--- src/rtl/regfile_param.sv ---
// rtl/regfile_param.sv - parametrised register file with byte-enable write, N read ports and clear sweep
module regfile_param #(
    parameter int DATA_W   = 32,
    parameter int ADDR_W   = 5,
    parameter int NUM_RD   = 2,
    parameter int ZERO_REG = 1,
    parameter int BYPASS   = 1
) (
    input  logic                     clk,
    input  logic                     reset,
    input  logic [ADDR_W-1:0]        RW,
    input  logic                     RegWrite,
    input  logic [DATA_W/8-1:0]      WBE,
    input  logic [DATA_W-1:0]        busW,
    input  logic [NUM_RD*ADDR_W-1:0] RADDR,
    output logic [NUM_RD*DATA_W-1:0] RDATA,
    output logic                     ready,
    output logic                     wr_drop
);
    localparam int DEPTH = 2 ** ADDR_W;
    localparam int NB    = DATA_W / 8;

    typedef enum logic {CLEAR, READY} state_t;

    state_t            state, state_next;
    logic [ADDR_W-1:0] clr_ptr, clr_ptr_next;
    logic              wr_en;
    logic [DATA_W-1:0] mem [DEPTH];

    always_ff @(posedge clk) begin
        if (reset) begin
            state   <= CLEAR;
            clr_ptr <= '0;
            wr_drop <= 1'b0;
        end else begin
            state   <= state_next;
            clr_ptr <= clr_ptr_next;
            wr_drop <= RegWrite & ~ready;
        end
    end

    always_comb begin
        state_next   = state;
        clr_ptr_next = clr_ptr;
        if (state == CLEAR) begin
            if (clr_ptr == {ADDR_W{1'b1}}) begin
                state_next = READY;
            end else begin
                clr_ptr_next = clr_ptr + 1'b1;
            end
        end
    end

    always_comb begin
        ready = (state == READY);
        wr_en = RegWrite & ready & ~((ZERO_REG != 0) && (RW == '0));
    end

    // One entry per cycle, never written while reset is held, so this maps onto RAM storage
    always_ff @(posedge clk) begin
        if (!reset) begin
            if (state == CLEAR) begin
                mem[clr_ptr] <= '0;
            end else if (wr_en) begin
                for (int i = 0; i < NB; i++) begin
                    if (WBE[i]) begin
                        mem[RW][8*i +: 8] <= busW[8*i +: 8];
                    end
                end
            end
        end
    end

    for (genvar p = 0; p < NUM_RD; p++) begin : g_rd
        logic [ADDR_W-1:0] addr;
        logic [DATA_W-1:0] stored;
        logic [DATA_W-1:0] merged;
        logic              hit;

        assign addr   = RADDR[p*ADDR_W +: ADDR_W];
        assign stored = mem[addr];
        assign hit    = (BYPASS != 0) && RegWrite && (RW == addr);

        for (genvar b = 0; b < NB; b++) begin : g_byte
            assign merged[8*b +: 8] = WBE[b] ? busW[8*b +: 8] : stored[8*b +: 8];
        end

        assign RDATA[p*DATA_W +: DATA_W] =
            (!ready)                                ? '0 :
            ((ZERO_REG != 0) && (addr == '0))       ? '0 :
            hit                                     ? merged :
                                                      stored;
    end
endmodule

--- config.mk ---
export PLATFORM = sky130hd
export DESIGN_NAME = regfile_param
export DESIGN_NICKNAME = d
export VERILOG_FILES = /design/src/rtl/regfile_param.sv
export SDC_FILE = /design/constraint.sdc
export NUM_CORES = 1
export LEC_CHECK = 0
export CAP_MARGIN = 20
export CORE_MARGIN = 8
export CORE_UTILIZATION = 45
export DETAILED_ROUTE_END_ITERATION = 10
export DONT_BUFFER_PORTS = 1
export SYNTH_ARGS = -nofsm -noshare
export SYNTH_HDL_FRONTEND = slang
export SYNTH_SLANG_ARGS = --single-unit
--- constraint.sdc ---
create_clock -name clk -period 3.37 [get_ports clk]
set_clock_uncertainty 0.05 [all_clocks]
set_input_delay 0.674 -clock clk [delete_from_list [all_inputs] [get_ports clk]]
set_output_delay 0.674 -clock clk [all_outputs]
set_load 0.1 [all_outputs]
==> results by group, run 1 <==
Detailed routing
  – Initial drt markers: 3792
  – Routed WL: 157.0 mm
  – DRC: 0
  – TritonRoute pass-1 iters: 6
  – Antenna Nets Post-Route: 0
  – Wire per inst: 33.59 µm
  – Detailed-route vias per instance: 6.610
  – Vias post-DR: 30900

Place
  – Placed cell areas: 0.05388 mm²
  – Post-DP HPWL: 95.68 mm
  – Placed cell count: 4444
  – GPL Wtd Cong: 0.8666
  – PortBufs: 0

Outcome
  – Violated checks: negative setup slack
  – Outcome: finished, violations left

STA
  – Unrepaired setup endpoints after global routing: true
  – Worst hold margin: 73.33 ps
  – Setup TNS Final: -23110 ps
  – Post-route minimum period: 4054 ps
  – F_max: 246.6 MHz
  – Final Hold Fails: 0
  – Max_slew headroom: 3.132%
  – Setup ws final: -684.4 ps
  – Finish-stage setup viols: 64
  – Max-slew violations: 0
  – Slew @ Worst Pin: 1453 ps
  – Final Cycle Share: 120.3%

Clock tree
  – Clock buffer depth: 3
  – Clock sink count: 1031
  – CTS buffer count: 107
  – Reg clk slew, reported paths: 60 ps
  – CTS tree: yes
  – Clock Latency Late Sink: 680 ps
  – Root buf cell: clkbuf_16
  – Htree depth: 3

Global route
  – GRT busiest layer: met2
  – Total Routing Usage GR: 25.05%
  – Overflow after GRT: 0
  – Global-route wire length before repair: 224.0 mm
  – Pin count of the biggest net entering global routing: 265
  – Initial antenna violation count: 2
  – Met2 GRT Util: 40.07%
  – Routing usage on met3: 6.012%
  – Met1 Usage GRT: 33.42%
  – Vias in the first global route: 31750

Min path
  – HP Class: primary input to register

Die
  – Chip Height: 347.7 µm
  – Core Area: 0.1090 mm²
  – Row cnt: 121
  – Die width: 347.7 µm
  – Initial core utilization: 45.43%
  – I/O pin total: 120
  – Die area: 0.1209 mm²

Yosys
  – Synth Area per Inst: 17.00 µm²
  – Synth top area share: 62.10%
  – Ranking of synthesized cells by area: edfxtp_1, mux4_2, mux2i_1, a221oi_1, mux2_2
  – Ys flop type: edfxtp_1
  – Asr flop ratio synth: 0%
  – Mapped Cells: 2912
  – Cell taking the most area after synthesis: edfxtp_1
  – Synthesized Nets: 2968
  – Post-synthesis register bit count: 1031
  – Post-synth EDFFs: 1024
  – Synth warn: 0
  – Library cells used by synthesis: 55
  – Post-synthesis sequential area ratio: 62.38%
  – Mapped cell area: 0.04952 mm²

Critical path
  – Startpoint Class: primary input
  – CP Capture Type: primary output
  – Required @ worst endpoint: 2650 ps
  – Worst setup path class: primary input to primary output
  – Critical Path Fanout Max: 264
  – CP arrival: 3330 ps

Power
  – Power Total: 27.38 mW
  – Power Dens Cells: 461.5 mW/mm²
  – Leakage: 19.32 nW
  – Worst VDD drop: 0.0003509 V

Finish
  – Area delta synth->final: 19.81%
  – Fin nets: 3227
  – Layout cells sized above 1: 36.56%
  – Final Non-Filler Cells: 4675
  – Commonest non-fill, non-tap cell in the layout: edfxtp_1
  – Design Area, Final: 0.05933 mm²
  – Most frequent cells in the layout: edfxtp_1, mux2i_1, mux4_2

Run
  – Max Cap Violations: 0
-- cell families after synthesis --
family	after synthesis	synth area share, %
DFF	1031	62.38
muxes	776	24.00
xor gates and xnor gates	13	0.2299
adders and majority gates	2	0.05053
buffers and inverters	242	2.635
and+or+nand+nor	331	3.012
AOI/OAI and AO/OA	517	7.689
-- through the flow --
step                      util (%)  setup WS (ps)
after CTS                    53.00         -102.7
final                        54.43         -684.4
after floorplan                  -         -81.71
after detailed placement     49.43         -301.8
after global routing         54.43         -339.6
after global placement       49.40         -353.9
-- routing by layer --
layer | part of all wire [%] | vias to the layer above
li1 | - | 12720
met1 | 39 | 16120
met2 | 48 | 1735
met3 | 10 | 319
met4 | 3.7 | 0
met5 | 0 | -
-- registers in the layout (all words and copies together), names as in the netlist --
name and flops:
clr_ptr 5, mem 1024, ready 1, wr_drop 1
-- worst paths after layout --
path	cells past startpoint	to	from	slack [ps]
min reg2reg	3	clr_ptr[3]	clr_ptr[2]	610
max	5	RDATA[51]	RADDR[5]	-680
min	1	wr_drop	RegWrite	70
max reg2reg	7	mem[22][4]	ready	50
-- critical path, cell delays in order --
cell      delay, ps
mux4_2          970
a211oi_1        390
a221oi_1        190
a21o_2          260
buf_12          170
-- cells in the mapped netlist (4+ instances only) --
cell type and n:
inv_1 6, a32o_1 8, buf_2 58, mux4_2 322
clkbuf_1 101, nand3_1 5, mux2i_1 387, o31ai_2 7
nand2_1 100, o21ai_1 10, a211oi_1 65, nor2_1 146
and2_1 33, o22ai_1 62, mux2_2 66, nand4_1 4
and3_1 6, a21oi_1 62, a221oi_1 114, xnor2_1 11
nand2b_1 8, a21o_1 56, nand3b_1 7, nand2_2 4
buf_4 56, nor4_2 4, nor4_1 4, o221ai_1 63
dfxtp_1 7, edfxtp_1 1024, o21ai_0 55, buf_1 4
buf_6 14
-- timing repair --
action / CTS / global route
setup endpoints to repair: 69 / 62
hold buffers: 1 / 0
pin swaps: 13 / 57
setup buffers: 2 / 22
cloned: 2 / 2
endpoints found under the hold margin: 6 / 0
resized for setup: 90 / 184
-- power by group --
part / internal (mW) / total [mW] / switching, mW
Combinational: 0.897 / 1.75 / 0.854
Sequential: 14.0 / 14.0 / 0.0491
Clock: 6.60 / 11.6 / 5.00
-- cell type report --
cell class / count / area [µm²]
Antenna cell: 1 / 2.502
Clock buffer: 134 / 2904
Clock inverter: 64 / 478.0
Fill cell: 8478 / 49680
Inverter: 6 / 22.52
Multi-Input combinational cell: 1641 / 19030
Sequential cell: 1031 / 30890
Tap cell: 1414 / 1769
Timing Repair Buffer: 384 / 4223
(Power assumes the default switching activity.)
==> run 2, diff against run 1 <==
SETUP_SLACK_MARGIN = 0.1   (was default)
==> run 2 against run 1 <==
  * The flow finishes with violations (max-slew violations, negative setup slack)
  * Flip-flop and latch count did not move
  * Register-to-register slack improved by 140 ps
  * Sequential power barely moved
  * Highest routed layer unchanged
==> results by group, run 2 (synthesis results as in run 1) <==
Outcome
  – Violated checks: max-slew violations, negative setup slack
  – Outcome: finished, violations left

Clock tree
  – Reg clk slew, reported paths: 60 ps
  – Clock Latency Late Sink: 710 ps
  – Root buf cell: clkbuf_16
  – Clock buffer depth: 3
  – CTS buffer count: 108
  – Clock sink count: 1031
  – Htree depth: 3
  – CTS tree: yes

STA
  – Final Hold Fails: 0
  – F_max: 201.9 MHz
  – Max-slew violations: 238
  – Post-route minimum period: 4952 ps
  – Finish-stage setup viols: 64
  – Max_slew headroom: -64.61%
  – Slew @ Worst Pin: 2469 ps
  – Unrepaired setup endpoints after global routing: true
  – Final Cycle Share: 146.9%
  – Setup ws final: -1582 ps

Finish
  – Filler cells: 8296
  – Final Non-Filler Cells: 4720
  – Max reg flops: 1024
  – Commonest non-fill, non-tap cell in the layout: edfxtp_1
  – Fin nets: 3270
  – Antenna diodes: 0
  – Area delta synth->final: 21.61%
  – Layout cells sized above 1: 39.26%
  – Most flop-heavy register: mem
  – Most frequent cells in the layout: edfxtp_1, mux2i_1, mux4_2
  – Top flop regs: mem (1024), clr_ptr (5)

Detailed routing
  – Antenna Nets Post-Route: 0
  – Vias post-DR: 31170
  – DRC: 0
  – DR top layer: met4
  – Routed WL: 157.4 mm
  – Detailed-route vias per instance: 6.604
  – TritonRoute pass-1 iters: 5
  – DR WL met2: 75.22 mm
  – Metal-1 WL: 61.27 mm
  – Wire per inst: 33.36 µm
  – Initial drt markers: 3395
  – Routed wl met3: 14.22 mm

Power
  – Worst VDD drop: 0.0004359 V
  – Net Switching: 6.080 mW
  – Leakage: 19.80 nW
  – Reg power frac: 49.9%
  – Power Dens Cells: 466.8 mW/mm²
  – Sw frac: 21.63%
  – Comb pwr share: 6.6%
  – P_int: 22.03 mW
  – Clock power share: 43.5%

Die
  – Chip Height: 347.7 µm
  – Core Area: 0.1090 mm²
  – Initial core utilization: 45.43%
  – I/O pin total: 120
  – Row cnt: 121
  – Die width: 347.7 µm
  – Die area: 0.1209 mm²

Place
  – Post-DP HPWL: 95.90 mm
  – PortBufs: 0
  – Placed cell count: 4480
  – GPL Wtd Cong: 0.8979
  – Pre-CTS setup slack: -405.0 ps

Global route
  – Total Routing Usage GR: 25.31%
  – Initial antenna violation count: 0
  – Overflow after GRT: 0
  – Global-route wire length before repair: 226.0 mm
  – Pin count of the biggest net entering global routing: 263
  – Vias in the first global route: 31680

Critical path
  – CP arrival: 4230 ps
  – Critical Path Fanout Max: 262
  – Required @ worst endpoint: 2650 ps
  – CP Capture Type: primary output
  – Worst setup path class: primary input to primary output
  – Startpoint Class: primary input

Min path
  – HP Class: primary input to register

Run
  – Max Cap Violations: 0
[run 2: area by class of cell]
cell class                 count  area [µm²]  area share [%]
inverter                       6       22.52         0.03740
clock inverter                74       768.2           1.276
timing repair buffer         428        4601           7.640
multi-input combinational   1639       19330           32.09
sequential                  1031       30890           51.30
clock buffer                 128        2841           4.719
tap                         1414        1769           2.938
[run 2: timing repair]
action | in CTS | in global routing
endpoints found under the hold margin | 6 | 0
hold buffers | 1 | 0
pin swaps | 53 | 47
setup buffers | 13 | 20
cloned | 4 | 1
setup endpoints to repair | 64 | 72
gates resized for setup | 294 | 100
[run 2: layer usage]
layer | global-route usage [%] | vias to the layer above
met4 | 9.734 | 0
met2 | 40.95 | 1612
li1 | - | 12820
met1 | 33.76 | 16410
met3 | 5.212 | 323
met5 | 0 | -
[run 2: worst max-delay path: stages]
cell	delay, ps
mux4_2	1300
mux2_4	300
a221oi_2	230
a211oi_2	60
buf_4	170
a21o_4	190
buf_12	160
[run 2: worst paths after layout]
path              startpoint    endpoint  slack (ps)  cells after the start
hold / removal      RegWrite     wr_drop          70                      1
setup / recovery    RADDR[5]   RDATA[47]       -1580                      7
setup reg to reg       ready  mem[22][5]         190                      7
hold reg to reg   clr_ptr[4]  clr_ptr[4]         540                      2
[run 2: power by group through the flow]
stage | Sequential [mW] | Clock, mW | Combinational, mW
after global placement | 14.3 | 0 | 1.50
after global routing | 14.0 | 12.8 | 1.89
after floorplan | 14.3 | 0 | 1.32
after detailed placement | 14.3 | 0 | 1.51
final | 14.0 | 12.2 | 1.85
after CTS | 14.0 | 12.4 | 1.72
[run 2: through the flow]
stage / instance area, µm² / hold WS [ps] / util [%] / setup TNS [ps] / total power, mW
global placement: 54120 / 476.0 / 49.65 / -8356 / 15.80
CTS: 59520 / 28.06 / 54.60 / -184.7 / 28.11
detailed placement: 54160 / 515.6 / 49.68 / -8729 / 15.82
floorplan: 49610 / 454.4 / - / 0 / 15.61
finish: 60220 / 68.41 / 55.24 / -58680 / 28.11
global route: 60220 / 57.11 / 55.24 / -26330 / 28.74
